## src/rtl/stopwatch_timebase.sv

```systemverilog
// Button conditioning, IDLE/RUNNING/PAUSED control and the seconds prescaler
// feeding the stopwatch BCD counter.
module stopwatch_timebase #(
    parameter int TICK_PERIOD = 10_000_000,
    parameter int PRESCALE_W  = 24,
    parameter int DB_CYCLES   = 16
) (
    input  logic clock,
    input  logic nRST,
    input  logic start_stop,
    input  logic clear_btn,
    output logic second_tick,
    output logic clear,
    output logic running,
    output logic paused
);
    // state    | meaning
    // S_IDLE   | stopped and zeroed, prescaler held at 0
    // S_RUN    | prescaler counting, second_tick issued on wrap
    // S_PAUSE  | prescaler frozen, partial second preserved
    typedef enum logic [1:0] {
        S_IDLE  = 2'b00,
        S_RUN   = 2'b01,
        S_PAUSE = 2'b10
    } state_t;

    localparam int DB_W = $clog2(DB_CYCLES);
    localparam logic [DB_W-1:0]       DB_LAST   = DB_W'(DB_CYCLES - 1);
    localparam logic [PRESCALE_W-1:0] TICK_LAST = PRESCALE_W'(TICK_PERIOD - 1);

    // bit 0 = start_stop, bit 1 = clear_btn
    logic [1:0]           btn_raw;
    logic [1:0]           meta_q, meta_d;
    logic [1:0]           sync_q, sync_d;
    logic [1:0][DB_W-1:0] cnt_q, cnt_d;
    logic [1:0]           db_q, db_d;
    logic [1:0]           db_dly_q, db_dly_d;
    logic [1:0]           press_evt;

    state_t                state_q, state_d;
    logic [PRESCALE_W-1:0] presc_q, presc_d;
    logic                  tick_q, tick_d;
    logic                  clear_q, clear_d;

    assign btn_raw = {clear_btn, start_stop};

    always_comb begin
        meta_d   = btn_raw;
        sync_d   = meta_q;
        db_dly_d = db_q;
        db_d     = db_q;
        cnt_d    = cnt_q;
        for (int i = 0; i < 2; i++) begin
            if (sync_q[i] == db_q[i]) begin
                cnt_d[i] = '0;
            end else if (cnt_q[i] == DB_LAST) begin
                db_d[i]  = sync_q[i];
                cnt_d[i] = '0;
            end else begin
                cnt_d[i] = cnt_q[i] + DB_W'(1);
            end
        end
    end

    assign press_evt = db_q & ~db_dly_q;

    // Clear beats start/stop; a start/stop event also suppresses the tick on that edge.
    always_comb begin
        state_d = state_q;
        presc_d = presc_q;
        tick_d  = 1'b0;
        clear_d = 1'b0;
        if (press_evt[1]) begin
            state_d = S_IDLE;
            presc_d = '0;
            clear_d = 1'b1;
        end else if (press_evt[0]) begin
            case (state_q)
                S_IDLE:  state_d = S_RUN;
                S_RUN:   state_d = S_PAUSE;
                S_PAUSE: state_d = S_RUN;
                default: state_d = S_IDLE;
            endcase
        end else begin
            case (state_q)
                S_RUN: begin
                    if (presc_q == TICK_LAST) begin
                        presc_d = '0;
                        tick_d  = 1'b1;
                    end else begin
                        presc_d = presc_q + PRESCALE_W'(1);
                    end
                end
                S_PAUSE: presc_d = presc_q;
                default: begin
                    state_d = S_IDLE;
                    presc_d = '0;
                end
            endcase
        end
    end

    always_ff @(posedge clock or negedge nRST) begin
        if (!nRST) begin
            meta_q   <= '0;
            sync_q   <= '0;
            cnt_q    <= '0;
            db_q     <= '0;
            db_dly_q <= '0;
            state_q  <= S_IDLE;
            presc_q  <= '0;
            tick_q   <= 1'b0;
            clear_q  <= 1'b0;
        end else begin
            meta_q   <= meta_d;
            sync_q   <= sync_d;
            cnt_q    <= cnt_d;
            db_q     <= db_d;
            db_dly_q <= db_dly_d;
            state_q  <= state_d;
            presc_q  <= presc_d;
            tick_q   <= tick_d;
            clear_q  <= clear_d;
        end
    end

    assign second_tick = tick_q;
    assign clear       = clear_q;
    assign running     = (state_q == S_RUN);
    assign paused      = (state_q == S_PAUSE);

endmodule
```

## config.mk

```make
export PLATFORM = sky130hd
export DESIGN_NAME = stopwatch_timebase
export DESIGN_NICKNAME = d
export VERILOG_FILES = /design/src/rtl/stopwatch_timebase.sv
export SDC_FILE = /design/constraint.sdc
export NUM_CORES = 1
export LEC_CHECK = 0
export CAP_MARGIN = 20
export CELL_PAD_IN_SITES_DETAIL_PLACEMENT = 2
export CELL_PAD_IN_SITES_GLOBAL_PLACEMENT = 2
export CORE_MARGIN = 5
export CORE_UTILIZATION = 39
export DETAILED_ROUTE_END_ITERATION = 10
export GPL_TIMING_DRIVEN = 0
export PLACE_DENSITY_LB_ADDON = 0.05
export SLEW_MARGIN = 20
export SYNTH_ARGS = -nofsm -noshare
export SYNTH_HDL_FRONTEND = slang
export SYNTH_SLANG_ARGS = --single-unit
```

## constraint.sdc

```tcl
create_clock -name clock -period 2.37 [get_ports clock]
set_input_delay 0.237 -clock clock [delete_from_list [all_inputs] [get_ports clock]]
set_output_delay 0.237 -clock clock [all_outputs]
set_load 0.005 [all_outputs]
```

### Word level (Yosys, flattened, before mapping)

Index checks and enable logic that the tools add are counted.

* $add $sub $neg: 3
* eq/ne operators: 10
* multiplexer cells: 17
* bitwise logic cells: 4
* reduce and logical (&&, ||, !) cells: 6

Operators with widths (number)
* 2-to-1 mux 24 bit: 3
* one-hot mux 24 bit (2 select lines): 1
* adder 24 x 1 -> 24 bit (second input constant): 1
* == test 24 bit (second input constant): 1
* 2-to-1 mux 4 bit: 4
* adder 4 x 1 -> 4 bit (second input constant): 2
* == test 4 bit (second input constant): 2
* 2-to-1 mux 2 bit: 3
* AND reduction 2 bit: 3
* 2-to-1 mux 1 bit: 5
* inequality test 2 x 1 -> 1 bit (second input constant): 2
* one-hot mux 2 bit (2 select lines): 1
* OR reduction 2 bit: 2
* inequality test 3 x 1 -> 1 bit (second input constant): 1
* bitwise AND 2 bit: 1
* == test 1 bit: 2
* == test 2 x 1 -> 1 bit (second input constant): 1
* == test 2 bit (second input constant): 1
* zero test 2 bit: 1
* NOT 1 bit: 2
* NOT 2 bit: 1

* bits in registers: 44
* input port bits: 4
* output and inout bits: 4
* word-level logic and storage cells: 51

### Longest topological paths before layout

Gate-level depths: netlist of the first run.

* word-level depth: 5
* gate-level depth with buffers: 8
* depth with buffers taken out: 6

### Worst setup path before layout of the first run

No wires, ideal clock.

* path type: register to register
* start: register presc_q[7]
* end: register presc_q[5]
* arrival time: 1914 ps
* data required time: 2244 ps
* path slack: 330 ps
* cell stages (with the launch flop): 8
* buffers on the path: 2
* clock period less this slack: 2040 ps
* path through: dfrtp_1 buf_6 or4b_4 nor4_4 a31oi_1 buf_2 and3_1 a221o_1

* cells in the longest elaborated chain, start to end: 5

RTL lines
* start: declaration: line 41 `logic [PRESCALE_W-1:0] presc_q, presc_d;`
* start signal: assignment: line 121 `presc_q <= presc_d;`
* == test 24 bit: line 87 `if (presc_q == TICK_LAST) begin`
* 2-to-1 mux 24 bit: line 87
* one-hot mux 24 bit (2 select lines): line 85 `case (state_q)`
* 2-to-1 mux 24 bit: line 77 `end else if (press_evt[0]) begin`
* 2-to-1 mux 24 bit: line 73 `if (press_evt[1]) begin`

Every way passes these cells. The select of a mux whose other input is x is not followed.
A chain may end at the register's enable or synchronous reset.

### Worst setup path after layout of the first run

* start: register presc_q[8]
* end: register presc_q[11]

* cells in the longest elaborated chain, start to end: 5
* elaborated cells between the ends (all ways): 6
* those cells by class: add/sub (1); eq/ne (1); mux (4)

RTL lines (line)
* adder 24 x 1 -> 24 bit or == test 24 bit (tied branches): 91, 87
* 2-to-1 mux 24 bit *: 87
* one-hot mux 24 bit (2 select lines) *: 85
* 2-to-1 mux 24 bit *: 77
* 2-to-1 mux 24 bit *: 73

Mark *: on every way between the ends. The rest lies on a longest branch, timed or not. The select of a mux whose other input is x is not followed.

==> results of run 1 <==
per-layer routing:
| metal | vias up | track usage |
|---|---|---|
| met2 | 14 | 0.332 |
| li1 | 844 | - |
| met3 | 7 | 0.0301 |
| met4 | 0 | 0.0561 |
| met1 | 928 | 0.203 |
| met5 | - | 0 |
cells by family after synthesis:
kind of cell / share of synthesized area
xor gates and xnor gates: 0.0277
and+or+nand+nor: 0.245
DFF: 0.498
AOI/OAI and AO/OA: 0.133
muxes: 0.0238
adders and majority gates: 0.0340
buffers and inverters: 0.0385
flip-flops by register name, summed over array words and instances, names as in the netlist:
name         count
clear            1
cnt_q            8
db_dly_d         2
db_dly_q         2
meta_q           2
presc_q         24
second_tick      1
state_q          2
sync_q           2
power breakdown:
part / leakage [nW] / switching, mW / internal [mW]
Clock: 0.0434 / 0.281 / 0.236
Sequential: 0.599 / 0.0109 / 0.762
Combinational: 0.432 / 0.0264 / 0.0189
Total: 1.07 / 0.318 / 1.02
worst max-delay path by stage:
stage                              end  cells past startpoint               startpoint  slack, ns
2_1_floorplan   presc_q[5]$_DFFE_PN0P_                      7   presc_q[7]$_DFFE_PN0P_       0.33
4_1_cts        presc_q[21]$_DFFE_PN0P_                      7   state_q[0]$_DFFE_PN0P_      0.003
5_1_grt        presc_q[11]$_DFFE_PN0P_                      7   presc_q[8]$_DFFE_PN0P_      -0.03
3_3_place_gp     db_dly_q[0]$_DFF_PN0_                      1                     nRST      -0.08
6_report       presc_q[11]$_DFFE_PN0P_                      7   presc_q[8]$_DFFE_PN0P_       0.07
3_5_place_dp   presc_q[19]$_DFFE_PN0P_                      6  db_dly_d[0]$_DFFE_PN0P_      -0.09
placed cells by master, fill, tap and decap left out, drive strengths merged, types with 3 or more instances in the layout:
cell type      netlist  layout
dfrtp               44      44
nand3               16      16
nor2                15      15
a21oi               15      15
nand2               13      13
o21ai               13      13
clkbuf               6      12
nand4                9       9
and3                 9       9
buf                  4       9
inv                  8       8
a221o                7       7
xnor2                6       6
ha                   6       6
clkdlybuf4s50        0       6
nand2b               4       4
nor3                 4       4
nor4                 4       4
nor2b                3       3
nand4b               3       3
mux2i                3       3
or3                  3       3
o211ai               3       3
or4b                 3       3
area by class of cell:
type / count / area share
Inverter: 8 / 0.0117
Clock buffer: 6 / 0.0323
Sequential cell: 44 / 0.431
Multi-Input combinational cell: 156 / 0.412
Buffer: 10 / 0.0255
Timing Repair Buffer: 12 / 0.0460
Clock inverter: 2 / 0.00587
Tap cell: 72 / 0.0352
through the flow:
step	total power, mW	hold slack, ns	area [sq um]	setup TNS [ns]	setup slack, ns
after global placement	0.824	0.339	2370	-3.55	-0.0837
after floorplan	0.802	-0.0586	2210	0	0.330
after detailed placement	0.833	0.209	2380	-0.501	-0.0938
after global routing	1.39	0.346	2560	-0.0503	-0.0304
final	1.33	0.361	2560	0	0.0680
after CTS	1.35	0.355	2500	0	0.00282
what timing repair did:
action,4_1_cts,5_1_grt
endpoints found under the setup margin,14,14
buffers inserted,0,3
resized for setup,3,11
pin swaps,0,2
gates cloned,0,0
hold endpoints to repair,17,0
hold buffers,1,0
worst max-delay path, delay by kind of cell (launching register included):
family          cells  cell delay (ns)
compound gates      3             0.42
buf+inv             2             0.38
flops               1             0.46
simple gates        2             0.90
==> out/metrics.cfg, run 1 <==
[status]
status=completed

[drt]
vias_per_cell=5.78
first_pass_iters=4
wl_microns=6100
met3_length_microns=96
routed.top_layer=met4
wire_per_inst_microns=19.7
drc=0
drt_iter0_drc=89
vias=1793
wl_met1_microns=2670
ant_nets=0
wl_met2_microns=3250

[cells_and_area]
stdcell_count=310
num-nets-final=247
fillers=584
seq_area_sq_um=1100
fin_util=0.464
multi_input_area_sq_um=1050
area_growth_syn_to_layout_pct=15.7
drive_gt1_frac=0.126
diodes=0

[worst_setup_path]
critPathLaunchType=flip-flop
r2r_cells=7
critical-path-max-stage-delay_ns=0.56
crit_type=flip-flop to flip-flop
path_max_fanout=10
r2r_slack_ns=0.07
critical_path_required_ns=2.55
r2r-end=presc_q[11]$_DFFE_PN0P_
crit_path_end_kind=flip-flop
r2r-start=presc_q[8]$_DFFE_PN0P_
crit_slowest_cell=or4b_1
cp.arrival_ns=2.48
path_cells=or4b_1 > nor4_4 > a31oi_4 > buf_6 > buf_2 > o211ai_1 > o221ai_1

[min_path]
holdPathStages=0
hold_path.class=flip-flop to flip-flop
holdPathEnd=sync_q[0]$_DFF_PN0_
hp-start=meta_q[0]$_DFF_PN0_

[sta]
setup_viol=0
final_max_slew_viol_count=0
layout_min_cycle_time_ns=2.30
period_share=0.971
worst_slew_pin_slew_ns=0.552
hold_violations=0
max_freq_mhz=434
max_slew_margin=0.629
clock_skew_ns=0.0139

[logic_synthesis]
yosysTopAreaCell=dfrtp_1
syn-cell-area_sq_um=2210
ys_seq_area_frac=0.498
netlist_instances=218
ys_warn_count=0
ys_ff_latch=44
synth_ff_type=dfrtp_1
synthTopCellsByArea=dfrtp_1 (50%), nand3_1 (3.6%), a21oi_1 (3.4%)
yosysMostFrequentCell=dfrtp_1
syn-num-nets=228
synth_cell_type_count=40
avgSynthCellArea_sq_um=10.1
ys_async_sr_fraction=1.00
synth_top_cell_area_share=0.498
synth_edf_count=0
synth_common_cells=dfrtp_1 (44), nand3_1 (16), a21oi_1 (15), nor2_1 (15), nand2_1 (13)

[global_route]
grt_pass1_wl_microns=10200
grt_pass1_vias=2039
antenna_found_initial=0
overflow=0
grt_usage=0.177
grt_max_degree=28

[die]
start_util=0.401
pin_count=8
dieHeight_microns=85.3
coreArea_sq_um=5510
die-area_sq_um=7270
std_cell_rows=27
die_x_microns=85.3

[cts]
cts_num_sinks=44
cts.htree.levels=2
cts-root-buf=clkbuf_8
worstSkewPairLatency_ns=0.31
cts.reportedPaths.clkPinSlew_ns=0.10
cts_buffer_depth=2
cts_tree=built
cts_buffers=5

[power_and_ir_drop]
leakage_nw=1.07
ir_worst_vdd_mv=0.387
p_per_area_nw_per_um2=522

[placed_design]
gp_congestion=0.729
dp_cells=298
post-dp-hpwl_microns=4390
port_buffers=7

[run]
drv_cap=0

Power figures use the tool's default switching activity.
==> inputs of run 2 (changes only) <==
--- a/config.mk
+++ b/config.mk
@@ -13,6 +13,7 @@
 export DETAILED_ROUTE_END_ITERATION = 10
 export GPL_TIMING_DRIVEN = 0
 export PLACE_DENSITY_LB_ADDON = 0.05
+export SETUP_SLACK_MARGIN = 0.2
 export SLEW_MARGIN = 20
 export SYNTH_ARGS = -nofsm -noshare
 export SYNTH_HDL_FRONTEND = slang
==> run 2 against run 1 <==
Effect of this change:
- sequential share of layout area fell by 1.2 points
- wire length rose by 4.9%
- sequential cell count did not move
- utilization rose by 1.3 points
- largest cell class unchanged
- cell count rose by 1.6%
- count of clock-buffer cells in the layout did not move
==> out/metrics.cfg, run 2 (synthesis results as in run 1) <==
[cells_and_area]
drive_gt1_frac=0.160  ; +0.0344
largest_reg_flops=24  ; unchanged
area_growth_syn_to_layout_pct=18.9
layout_commonest_cell=dfrtp_1
diodes=0  ; unchanged
fillers=581  ; -0.51%
post-route-cell-area_sq_um=2630  ; +2.7%
top_regs=presc_q: 24 flops, cnt_q: 8 flops
stdcell_count=315  ; +1.6%
fin_util=0.477  ; +0.0127
regMostFlops=presc_q
final_cell_mix=dfrtp_1 (43), nand3_1 (16), nor2_1 (13), nand2_1 (13), a21oi_1 (13)
num-nets-final=252  ; +2.0%

[sta]
max_freq_mhz=453  ; +4.2%
holdWs_ns=0.360  ; -0.000608 ns
final_max_slew_viol_count=0  ; unchanged
period_share=0.932  ; -0.0390
fin_ws_ns=0.160  ; +0.0924 ns
rsz0062_at_grt=true
worst_slew_pin_slew_ns=0.478  ; -0.0744 ns
clock_skew_ns=0.0119  ; -0.00202 ns
setup_tns_ns=0  ; unchanged
setup_viol=0  ; unchanged
max_slew_margin=0.679  ; +0.0502
layout_min_cycle_time_ns=2.21  ; -0.0924 ns
hold_violations=0  ; unchanged

[die]
pin_count=8  ; unchanged
coreArea_sq_um=5510  ; unchanged
die_x_microns=85.3  ; unchanged
dieHeight_microns=85.3  ; unchanged
start_util=0.401  ; unchanged
std_cell_rows=27  ; unchanged
die-area_sq_um=7270  ; unchanged

[global_route]
use_met3=0.0301  ; unchanged
antenna_found_initial=0  ; unchanged
grtUsageMet2=0.348  ; +0.0162
grt_usage=0.185  ; +0.00733
grt_pass1_wl_microns=10600  ; +3.4%
overflow=0  ; unchanged
globalRoute.busiestLayer=met2
grt_max_degree=28  ; unchanged
grtUsageMet1=0.211  ; +0.00799
grt_pass1_vias=2103  ; +3.1%

[worst_setup_path]
crit_path_end_kind=flip-flop
cp_num_buf_inv=1  ; -1
crit_type=flip-flop to flip-flop
path_cells=or4b_4 > nor4_4 > a31oi_4 > and2_1 > buf_6 > a221o_1
path_max_fanout=7  ; -3
r2r_slack_ns=0.16  ; +0.09 ns
critical-path-max-stage-delay_ns=0.53  ; -0.03 ns
critical_path_required_ns=2.56  ; about the same
critPathLaunchType=flip-flop
path_delay_family=simple AND/OR/NAND/NOR gates
crit_slowest_cell=or4b_4
cp.arrival_ns=2.40  ; -0.08 ns

[drt]
vias_per_cell=5.76  ; -0.38%
drt_iter0_drc=44  ; -51%
wire_per_inst_microns=20.3  ; +3.2%
vias=1815  ; +1.2%
first_pass_iters=4  ; unchanged
drc=0  ; unchanged
ant_nets=0  ; unchanged
wl_microns=6390  ; +4.9%

[placed_design]
dpl_cell_area_sq_um=2380  ; unchanged
dp_cells=298  ; unchanged
post-dp-hpwl_microns=4390  ; unchanged
port_buffers=7  ; unchanged
preCtsSetupSlack_ns=-0.0938  ; unchanged
gp_congestion=0.729  ; unchanged

[cts]
cts.reportedPaths.clkPinSlew_ns=0.09  ; about the same
cts_num_sinks=44  ; unchanged
cts_buffers=5  ; unchanged
worstSkewPairLatency_ns=0.31  ; about the same
cts.htree.levels=2  ; unchanged
cts-root-buf=clkbuf_8
cts_tree=built
cts_buffer_depth=2  ; unchanged

[status]
status=completed

[run]
drv_cap=0  ; unchanged

[min_path]
hold_path.class=flip-flop to flip-flop

[power_and_ir_drop]
p_per_area_nw_per_um2=508  ; -2.8%
ir_worst_vdd_mv=0.386  ; -0.31%
total_power_mw=1.33  ; -0.14%
leakage_nw=1.12  ; +4.5%

run 2: what timing repair did:
action | in CTS | in global routing
hold endpoints to repair | 17 | 0
buffers inserted | 5 | 2
pin swaps | 2 | 2
cloned | 1 | 0
gates resized for setup | 13 | 8
endpoints found under the setup margin | 22 | 19
hold buffers | 1 | 0
run 2: worst register-to-register path, delay by kind of cell, from the launching register on:
family / cells / cell delay (ns)
DFF: 1 / 0.44
and+or+nand+nor: 3 / 1.06
buffers and inverters: 1 / 0.13
AOI/OAI and AO/OA: 2 / 0.46
run 2: cell type report:
cell class,instances,area [sq um],area share
Clock inverter,2,15.0,0.00572
Buffer,10,71.3,0.0272
Sequential cell,44,1100,0.420
Clock buffer,6,82.6,0.0314
Tap cell,72,90.1,0.0343
Multi-Input combinational cell,156,1080,0.411
Timing Repair Buffer,17,155,0.0591
Inverter,8,30.0,0.0114
run 2: path summary, 6_finish.rpt:
path,startpoint,to,cells past startpoint
max in group asynchronous,nRST,presc_q[18]$_DFFE_PN0P_,3
min,meta_q[0]$_DFF_PN0_,sync_q[0]$_DFF_PN0_,0
max,presc_q[8]$_DFFE_PN0P_,presc_q[5]$_DFFE_PN0P_,6
max reg2reg,presc_q[8]$_DFFE_PN0P_,presc_q[5]$_DFFE_PN0P_,6
min reg2reg,meta_q[0]$_DFF_PN0_,sync_q[0]$_DFF_PN0_,0
min in group asynchronous,nRST,presc_q[7]$_DFFE_PN0P_,2
run 2: metal layers:
metal / wire length [microns] / vias up / share of wire
met1: 2740 / 941 / 0.43
met5: 0 / - / 0
met3: 95 / 7 / 0.015
li1: - / 853 / -
met2: 3480 / 14 / 0.54
met4: 76 / 0 / 0.012
run 2: where the power goes:
| part | switching [mW] | total (mW) | leakage [nW] | internal [mW] |
|---|---|---|---|---|
| clock network | 0.279 | 0.515 | 0.0434 | 0.236 |
| logic | 0.0265 | 0.0455 | 0.480 | 0.0190 |
| registers | 0.0108 | 0.773 | 0.599 | 0.762 |
==> inputs of run 3 (changes only) <==
--- a/config.mk
+++ b/config.mk
@@ -8,7 +8,7 @@
 export CAP_MARGIN = 20
 export CELL_PAD_IN_SITES_DETAIL_PLACEMENT = 2
 export CELL_PAD_IN_SITES_GLOBAL_PLACEMENT = 2
-export CORE_MARGIN = 5
+export CORE_MARGIN = 2
 export CORE_UTILIZATION = 39
 export DETAILED_ROUTE_END_ITERATION = 10
 export GPL_TIMING_DRIVEN = 0
==> run 3 against run 2 <==
Effect of this change:
- clock skew shrank 0.0044 ns
- utilization up 0.71 points
- sequential share of layout area shrank 0.36 points
- fmax grew 0.85%
- register-to-register slack better by 0.02 ns
- largest power group unchanged
- highest routed layer unchanged
==> out/metrics.cfg, run 3 (synthesis results as in run 1) <==
[die]
coreArea_sq_um=5470  ; -0.61%
dieHeight_microns=79.3  ; -7.0%
die-area_sq_um=6280  ; -14%
die_x_microns=79.3  ; -7.0%
pin_count=8  ; unchanged
std_cell_rows=27  ; unchanged
start_util=0.404  ; +0.00248

[drt]
drc=0  ; unchanged
vias_per_cell=5.88  ; +2.1%
drt_iter0_drc=88  ; +100%
ant_nets=0  ; unchanged
first_pass_iters=4  ; unchanged
vias=1853  ; +2.1%
wl_microns=6520  ; +2.0%
wire_per_inst_microns=20.7  ; +2.0%

[sta]
max_slew_margin=0.696  ; +0.0171
rsz0062_at_grt=true
worst_slew_pin_slew_ns=0.452  ; -0.0255 ns
setup_viol=0  ; unchanged
layout_min_cycle_time_ns=2.19  ; -0.0187 ns
clock_skew_ns=0.00744  ; -0.00443 ns
holdWs_ns=0.356  ; -0.00406 ns
hold_violations=0  ; unchanged
setup_tns_ns=0  ; unchanged
max_freq_mhz=456  ; +0.85%
final_max_slew_viol_count=0  ; unchanged
period_share=0.924  ; -0.00787

[cts]
cts_buffers=5  ; unchanged
cts-root-buf=clkbuf_8
cts.htree.levels=2  ; unchanged
worstSkewPairLatency_ns=0.30  ; about the same
cts_tree=built
cts.reportedPaths.clkPinSlew_ns=0.09  ; about the same
cts_buffer_depth=2  ; unchanged
cts_num_sinks=44  ; unchanged

[worst_setup_path]
path_max_fanout=7  ; unchanged
crit_path_end_kind=flip-flop
critical-path-max-stage-delay_ns=0.54  ; about the same
crit_slowest_cell=or4b_4
path_cells=or4b_4 > nor4_4 > a31oi_4 > and2_1 > buf_6 > a221o_1
cp_num_buf_inv=1  ; unchanged
critPathLaunchType=flip-flop
critical_path_required_ns=2.56  ; about the same
crit_type=flip-flop to flip-flop
path_delay_family=simple AND/OR/NAND/NOR gates
cp.arrival_ns=2.38  ; -0.02 ns

[cells_and_area]
top_regs=presc_q: 24 flops, cnt_q: 8 flops
diodes=0  ; unchanged
regMostFlops=presc_q
post-route-cell-area_sq_um=2650  ; +0.86%
stdcell_count=315  ; unchanged
fin_util=0.484  ; +0.00706
largest_reg_flops=24  ; unchanged
drive_gt1_frac=0.160  ; unchanged
num-nets-final=252  ; unchanged
layout_commonest_cell=dfrtp_1
area_growth_syn_to_layout_pct=19.9
final_cell_mix=dfrtp_1 (43), nand3_1 (16), a21oi_1 (14), nor2_1 (13), nand2_1 (12)

[global_route]
grt_max_degree=28  ; unchanged
grt_pass1_vias=2089  ; -0.67%
overflow=0  ; unchanged
grt_usage=0.221  ; +0.0364
antenna_found_initial=0  ; unchanged
grt_pass1_wl_microns=10700  ; +1.0%

[placed_design]
dp_cells=298  ; unchanged
post-dp-hpwl_microns=4310  ; -1.7%
dpl_cell_area_sq_um=2380  ; unchanged
gp_congestion=0.803  ; +10%
port_buffers=7  ; unchanged

[power_and_ir_drop]
p_per_area_nw_per_um2=544  ; +7.1%
power.share.sequential=0.537  ; -0.043
combPwrFrac=0.032  ; -0.002
power.switching_mw=0.314  ; -0.66%
ir_worst_vdd_mv=0.315  ; -18%
pwr-share-clk=0.431  ; +0.045
leakage_nw=1.14  ; +1.6%
internal_power_mw=1.13  ; +11%
swShare=0.218  ; -0.0191

[status]
status=completed

[min_path]
hold_path.class=flip-flop to flip-flop

[run]
drv_cap=0  ; unchanged

==> run 3: metal layers <==
metal | wire length (microns) | up-vias | GRT usage
met5 | 0 | - | 0
met4 | 104 | 0 | 0.0603
met3 | 147 | 10 | 0.0352
met2 | 3480 | 29 | 0.403
met1 | 2790 | 962 | 0.269
li1 | - | 852 | -
==> run 3: repair_timing <==
action / CTS / global route
buffers inserted: 4 / 3
resized for setup: 12 / 11
hold buffers: 1 / 0
setup endpoints to repair: 22 / 21
gates cloned: 0 / 1
pin swaps: 2 / 3
hold endpoints to repair: 17 / 0
==> run 3: worst paths after layout <==
| path | from | endpoint | slack [ns] | cells after the start |
|---|---|---|---|---|
| max | presc_q[8]$_DFFE_PN0P_ | presc_q[22]$_DFFE_PN0P_ | 0.18 | 6 |
| min | meta_q[0]$_DFF_PN0_ | sync_q[0]$_DFF_PN0_ | 0.36 | 0 |
| max reg2reg | presc_q[8]$_DFFE_PN0P_ | presc_q[22]$_DFFE_PN0P_ | 0.18 | 6 |
| min reg2reg | meta_q[0]$_DFF_PN0_ | sync_q[0]$_DFF_PN0_ | 0.36 | 0 |
| max in group asynchronous | nRST | presc_q[23]$_DFFE_PN0P_ | 1.45 | 3 |
| min in group asynchronous | nRST | presc_q[7]$_DFFE_PN0P_ | 0.41 | 2 |
==> run 3: stage by stage <==
step,power (mW),worst slack [ns]
floorplan,0.802,0.330
global placement,0.824,-0.0908
detailed placement,0.835,-0.0966
CTS,1.46,0.200
global route,1.49,0.106
finish,1.44,0.179
==> run 3: power groups by stage <==
stage | logic, mW | clock network, mW | registers [mW]
3_5_place_dp | 0.0473 | 0 | 0.788
5_1_grt | 0.0546 | 0.662 | 0.775
2_1_floorplan | 0.0173 | 0 | 0.785
3_3_place_gp | 0.0391 | 0 | 0.785
6_report | 0.0464 | 0.620 | 0.773
4_1_cts | 0.0490 | 0.634 | 0.773
==> run 3: final cells by class <==
| class | instances | area [sq um] |
|---|---|---|
| inverter | 8 | 30.0 |
| multi-input combinational | 156 | 1080 |
| fill | 571 | 2820 |
| buffer | 10 | 73.8 |
| timing repair buffer | 17 | 153 |
| clock buffer | 6 | 82.6 |
| clock inverter | 2 | 38.8 |
| tap | 72 | 90.1 |
| sequential | 44 | 1100 |
